===== config.mk =====
export PLATFORM = sky130hd
export DESIGN_NAME = punc_debug_scanner
export DESIGN_NICKNAME = d
export VERILOG_FILES = /design/src/rtl/punc_debug_pkg.sv /design/src/rtl/punc_debug_lat_counter.sv /design/src/rtl/punc_debug_scanner.sv
export SDC_FILE = /design/constraint.sdc
export NUM_CORES = 1
export LEC_CHECK = 0
export CAP_MARGIN = 30
export CORE_MARGIN = 2
export CORE_UTILIZATION = 35
export CTS_BUF_LIST = sky130_fd_sc_hd__clkbuf_2 sky130_fd_sc_hd__clkbuf_4 sky130_fd_sc_hd__clkbuf_8
export DETAILED_ROUTE_END_ITERATION = 7
export SETUP_SLACK_MARGIN = 0.3
export SYNTH_ARGS = -nofsm -noshare
export SYNTH_HDL_FRONTEND = slang
export SYNTH_SLANG_ARGS = --single-unit

===== constraint.sdc =====
create_clock -name clk -period 2.5 [get_ports clk]
set_input_delay 0.5 -clock clk [delete_from_list [all_inputs] [get_ports clk]]
set_output_delay 0.5 -clock clk [all_outputs]
set_load 0.02 [all_outputs]

===== src/rtl/punc_debug_pkg.sv =====
// Shared definitions for the PUnC debug-port scanner: record kinds, FSM states
// and register-file size.
package punc_debug_pkg;

  localparam logic [1:0] KIND_PC  = 2'd0;
  localparam logic [1:0] KIND_RF  = 2'd1;
  localparam logic [1:0] KIND_MEM = 2'd2;

  localparam int unsigned NUM_RF = 8;

  typedef enum logic [2:0] {
    ST_IDLE,
    ST_SETUP,
    ST_WAIT,
    ST_EMIT,
    ST_DONE
  } state_t;

  // Phase encodings match the record kind tags so the phase can be emitted directly.
  typedef enum logic [1:0] {
    PH_PC  = KIND_PC,
    PH_RF  = KIND_RF,
    PH_MEM = KIND_MEM
  } phase_t;

endpackage


===== src/rtl/punc_debug_lat_counter.sv =====
// Loadable down-counter with a zero flag; times the debug-port read latency.
module punc_debug_lat_counter #(
  parameter int unsigned W = 2
) (
  input  logic         clk,
  input  logic         rst,
  input  logic         load,
  input  logic [W-1:0] load_val,
  input  logic         dec,
  output logic         zero
);

  logic [W-1:0] cnt;

  always_ff @(posedge clk) begin
    if (rst) begin
      cnt <= '0;
    end else if (load) begin
      cnt <= load_val;
    end else if (dec && (cnt != '0)) begin
      cnt <= cnt - 1'b1;
    end
  end

  assign zero = (cnt == '0);

endmodule


===== src/rtl/punc_debug_scanner.sv =====
// Host-side PUnC debug-port reader: snapshots PC, walks the register file, then a
// memory window, emitting each value as a tagged record on a valid/ready stream.
module punc_debug_scanner
  import punc_debug_pkg::*;
#(
  parameter int unsigned READ_LAT = 1,
  parameter int unsigned KIND_W   = 2
) (
  input  logic              clk,
  input  logic              rst,
  input  logic              start,
  input  logic [15:0]       mem_base,
  input  logic [15:0]       mem_count,
  output logic              busy,
  output logic              done,
  output logic [15:0]       mem_debug_addr,
  output logic [2:0]        rf_debug_addr,
  input  logic [15:0]       mem_debug_data,
  input  logic [15:0]       rf_debug_data,
  input  logic [15:0]       pc_debug_data,
  output logic              out_valid,
  input  logic              out_ready,
  output logic [KIND_W-1:0] out_kind,
  output logic [15:0]       out_addr,
  output logic [15:0]       out_data
);

  state_t      state, state_nx;
  phase_t      phase;
  logic [2:0]  rf_idx;
  logic [15:0] offset;
  logic [15:0] base_q;
  logic [15:0] count_q;
  logic [15:0] mem_addr;
  logic        lat_load, lat_dec, lat_zero;
  logic        scan_end;

  punc_debug_lat_counter #(.W(2)) u_lat (
    .clk      (clk),
    .rst      (rst),
    .load     (lat_load),
    .load_val (2'(READ_LAT)),
    .dec      (lat_dec),
    .zero     (lat_zero)
  );

  assign mem_addr = base_q + offset;
  assign scan_end = ((phase == PH_RF) && (rf_idx == 3'(NUM_RF - 1)) && (count_q == '0)) ||
                    ((phase == PH_MEM) && (offset == count_q - 16'd1));

  always_ff @(posedge clk) begin
    if (rst) state <= ST_IDLE;
    else     state <= state_nx;
  end

  always_comb begin
    state_nx = state;
    lat_load = 1'b0;
    lat_dec  = 1'b0;
    unique case (state)
      ST_IDLE:  if (start) state_nx = ST_SETUP;
      ST_SETUP: begin
        lat_load = 1'b1;
        state_nx = ST_WAIT;
      end
      ST_WAIT: begin
        if (lat_zero) state_nx = ST_EMIT;
        else          lat_dec  = 1'b1;
      end
      ST_EMIT:  if (out_ready) state_nx = scan_end ? ST_DONE : ST_SETUP;
      ST_DONE:  state_nx = ST_IDLE;
      default:  state_nx = ST_IDLE;
    endcase
  end

  assign busy = (state == ST_SETUP) || (state == ST_WAIT) || (state == ST_EMIT);
  assign done = (state == ST_DONE);

  always_ff @(posedge clk) begin
    if (rst) begin
      phase          <= PH_PC;
      rf_idx         <= '0;
      offset         <= '0;
      base_q         <= '0;
      count_q        <= '0;
      mem_debug_addr <= '0;
      rf_debug_addr  <= '0;
      out_valid      <= 1'b0;
      out_kind       <= '0;
      out_addr       <= '0;
      out_data       <= '0;
    end else begin
      unique case (state)
        ST_IDLE: begin
          if (start) begin
            base_q  <= mem_base;
            count_q <= mem_count;
            phase   <= PH_PC;
            rf_idx  <= '0;
            offset  <= '0;
          end
        end
        // Debug addresses only move here, so they hold between items and in IDLE.
        ST_SETUP: begin
          if (phase == PH_RF)       rf_debug_addr  <= rf_idx;
          else if (phase == PH_MEM) mem_debug_addr <= mem_addr;
        end
        ST_WAIT: begin
          if (lat_zero) begin
            out_valid <= 1'b1;
            out_kind  <= KIND_W'(phase);
            unique case (phase)
              PH_PC: begin
                out_addr <= '0;
                out_data <= pc_debug_data;
              end
              PH_RF: begin
                out_addr <= {13'd0, rf_idx};
                out_data <= rf_debug_data;
              end
              default: begin
                out_addr <= mem_addr;
                out_data <= mem_debug_data;
              end
            endcase
          end
        end
        ST_EMIT: begin
          if (out_ready) begin
            out_valid <= 1'b0;
            unique case (phase)
              PH_PC: begin
                phase  <= PH_RF;
                rf_idx <= '0;
              end
              PH_RF: begin
                if (rf_idx == 3'(NUM_RF - 1)) begin
                  phase  <= PH_MEM;
                  offset <= '0;
                end else begin
                  rf_idx <= rf_idx + 3'd1;
                end
              end
              default: offset <= offset + 16'd1;
            endcase
          end
        end
        default: ;
      endcase
    end
  end

endmodule


==> run summary <==
Post-DP Area -> 7650 sq um
Number of remaining DRC errors -> 0
Detailed Route WL -> 16600 microns
Static leakage -> 2.93 nW
Die height -> 134 microns
Library cells used by synthesis -> 55
Leading register cell type out of synthesis -> dfxtp_1
Depth of the worst register-to-register path -> 9
Initial Utilization -> 35.7%
Area used by sequential logic in the layout -> 2260 sq um
Flops & latches, synth -> 112
Final ANT Viol Nets -> 0
Layout cell share with drive strength beyond 1 -> 11.7%
Net count after synthesis -> 875
HPWL Detailed -> 12200 microns
Startpoint of the most critical register-to-register path -> count_q[1]
Layout-stage area growth over the synthesis result -> 39.0%
Most frequent cells in the layout -> nand2_1, clkdlybuf4s50_1, dfxtp_1
CP arrival -> 2.59 ns
Setup crit start kind -> register
DR iter-0 viols -> 361
WHS Endpoint -> out_data[1]
RSZ-0062 raised after global routing -> yes
Sum of buffers and inverters on the critical path -> 1
Final clock skew -> 0.0107 ns
Top Family by Delay on Critical Path -> compound AO/OA/AOI/OAI gates
Slew Limit Fails -> 0
Post-layout instance area -> 8170 sq um
Initial antenna violation count -> 0
Number of detailed-route iterations in the first pass -> 5
Clock tree buffer depth -> 2
Cells after Synth -> 770
Mean instance size in the synthesized netlist -> 7.63 sq um
Multi-input gate area in the final layout -> 3610 sq um
Number of CTS-inserted buffers -> 9
Mapped cell area -> 5870 sq um
Die area -> 17800 sq um
Global router's overall resource usage -> 18.3%
Max transition margin -> 59.1%
Final number of setup-violating endpoints -> 0
Core region area -> 16500 sq um
Routed length per instance -> 14.5 microns
Max Clock Freq -> 434 MHz
Num ports -> 140
Tightest Pin Transition -> 0.612 ns
Final nets -> 1025
Standard cell with the maximum stage delay on the critical path -> or4b_4
Kind of end point of the critical path -> register
Hold-fix buffers at CTS -> 0
Cell at the root of the clock tree -> clkbuf_8
Worst setup slack for register-to-register paths -> 0.19 ns
Class of the worst hold path -> reg -> reg
Hold wc startpoint -> out_data[1]
Max capacitance violation total -> 0
Via-per-instance ratio -> 4.98
Clk Latency, worst-skew pair -> 0.39 ns
GR Overflow Total -> 0
Chip width -> 134 microns
Cells along the critical path -> inv_2 -> ha_4 -> or4b_4 -> o21a_1 -> nor3_2 -> o21ai_1 -> a221oi_2 -> nand4_1 -> a31o_2
Period utilization -> 92.2%
Last weighted congestion value of the routability-driven placer -> 0.873
VDD IR-drop max -> 0.331 mV
Post-synth EDFFs -> 0
Most common cell after layout, fill and taps aside -> nand2_1
Async SR Flop Fraction -> 0%
Required time worst endpoint -> 2.79 ns
Final critical path time including I/O delays and setup -> 2.31 ns
Number of diodes -> 0
Maximum number of pins on one net before global-route repair -> 43
Critical path peak fanout -> 5
Hold violation total from the final report -> 0
WHS Path Cells -> 2
Source of the critical timing path -> count_q[1]
Routed via count -> 5697
Final sum of negative setup slack -> 0 ns
Clock edge transition at the registers on the reported setup and hold paths -> 0.11 ns
Outcome -> finished clean
Global-route wire length before repair -> 26500 microns
H-tree depth reported by CTS -> 3
Number of warning messages in the yosys log -> 0
CP max stage delay -> 0.50 ns
Worst flop-to-flop path endpoint -> state[0]
Count of buffers from port buffering -> 139
TritonCTS clock tree -> built
Via count of the first global-routing pass -> 5226
Category of the critical setup timing path -> reg -> reg
Pwr dens -> 588 nW/um^2
Number of clock sinks seen by CTS -> 112
# fillers -> 1690
Rows -> 47
Part of the Yosys area used for sequential elements -> 38.2%
-- state kept, by name, summed over array words and instances (netlist names) --
name,cells
base_q,16
count_q,16
mem_debug_addr,16
offset,16
out_addr,16
out_data,16
rf_debug_addr,3
rf_idx,3
state,3
out_kind,2
phase,2
u_lat.cnt,2
out_valid,1
-- cell type report --
type                       count  share of cell area (%)
clock inverter                 6                    1.41
inverter                      13                   0.597
sequential                   112                    27.7
multi-input combinational    603                    44.2
clock buffer                  10                    1.69
timing repair buffer         181                    21.0
tap                          220                    3.37
-- worst min-delay path: stages, from the launching register on --
cell     delay [ns]
dfxtp_1        0.32
nand2_1        0.05
a21oi_1        0.05
-- cells by family (layout without fill, tap and decap cells) --
family | Yosys count | after routing | synth area share, %
multiplexers | 22 | 22 | 3.77
XOR/XNOR | 40 | 40 | 5.96
AO/OA/AOI/OAI | 184 | 184 | 18.4
buffers and inverters | 55 | 210 | 3.56
adder cells (fa/ha/maj) | 21 | 21 | 4.60
flip-flops | 112 | 112 | 38.2
AND/OR/NAND/NOR | 336 | 336 | 25.6
-- per-layer routing --
layer | global-route usage, % | vias to the layer above | wire, microns
met4 | 5.56 | 0 | 252
li1 | - | 2961 | -
met3 | 2.59 | 15 | 716
met1 | 25.1 | 2610 | 7920
met2 | 30.0 | 111 | 7730
met5 | 0 | - | 0
-- repair_timing --
action                                  in CTS  in global routing
buffers inserted                             6                  3
endpoints found under the setup margin      10                 21
pin swaps                                   14                 22
gates resized for setup                     20                 28
-- stage by stage --
| step | util [%] | hold slack, ns | worst slack [ns] | instances | power [mW] |
|---|---|---|---|---|---|
| after CTS | 48.7 | 0.461 | 0.173 | 1142 | 4.81 |
| after global routing | 49.6 | 0.478 | 0.0158 | 1145 | 5.08 |
| after global placement | 46.5 | 0.441 | 0.00299 | 1120 | 3.43 |
| after detailed placement | 46.5 | 0.446 | 0.00597 | 1120 | 3.44 |
| after floorplan | - | 0.440 | 0.275 | 770 | 2.90 |
| final | 49.6 | 0.459 | 0.194 | 1145 | 4.80 |
-- power by group --
| group | switching [mW] | leakage [nW] | total, mW | internal, mW |
|---|---|---|---|---|
| clock | 0.653 | 0.123 | 1.35 | 0.699 |
| sequential | 0.119 | 0.915 | 2.02 | 1.90 |
| combinational | 0.775 | 1.90 | 1.43 | 0.655 |
-- synth_stat cells, types with 2 or more instances --
cell type / n / area, sq um
o21a_1: 7 / 52.6
mux2i_1: 21 / 210
and4_1: 2 / 17.5
nand3b_1: 5 / 37.5
and2_1: 3 / 18.8
buf_1: 3 / 11.3
nand2_1: 164 / 616
clkbuf_1: 37 / 139
a21oi_1: 93 / 465
and3_1: 6 / 37.5
o21bai_1: 2 / 15.0
nor2_1: 73 / 274
a211oi_1: 9 / 67.6
o31ai_1: 3 / 22.5
a22oi_1: 11 / 82.6
o2111ai_1: 2 / 17.5
a31oi_1: 3 / 18.8
a21o_1: 3 / 22.5
a31o_2: 2 / 17.5
or3_1: 5 / 31.3
o22ai_1: 3 / 18.8
ha_1: 20 / 250
o211ai_1: 2 / 15.0
o21ai_0: 35 / 175
xnor2_1: 24 / 210
nand4_1: 10 / 62.6
xor2_1: 16 / 140
nand3_1: 16 / 80.1
nand2b_1: 6 / 37.5
inv_1: 13 / 48.8
nor2b_1: 10 / 62.6
nor3_1: 22 / 110
buf_2: 2 / 10.0
dfxtp_1: 112 / 2240
nor4_1: 5 / 31.3
-- how the worst max path moves through the flow --
stage / slack (ns) / end / depth (start not counted)
6_report: 0.19 / state[0] / 9
5_1_grt: 0.02 / state[0] / 9
4_1_cts: 0.17 / state[0] / 9
3_5_place_dp: 0.006 / offset[11] / 8
3_3_place_gp: 0.003 / offset[11] / 8
2_1_floorplan: 0.27 / state[0] / 9
No activity file was read; power rests on OpenSTA's default activity.
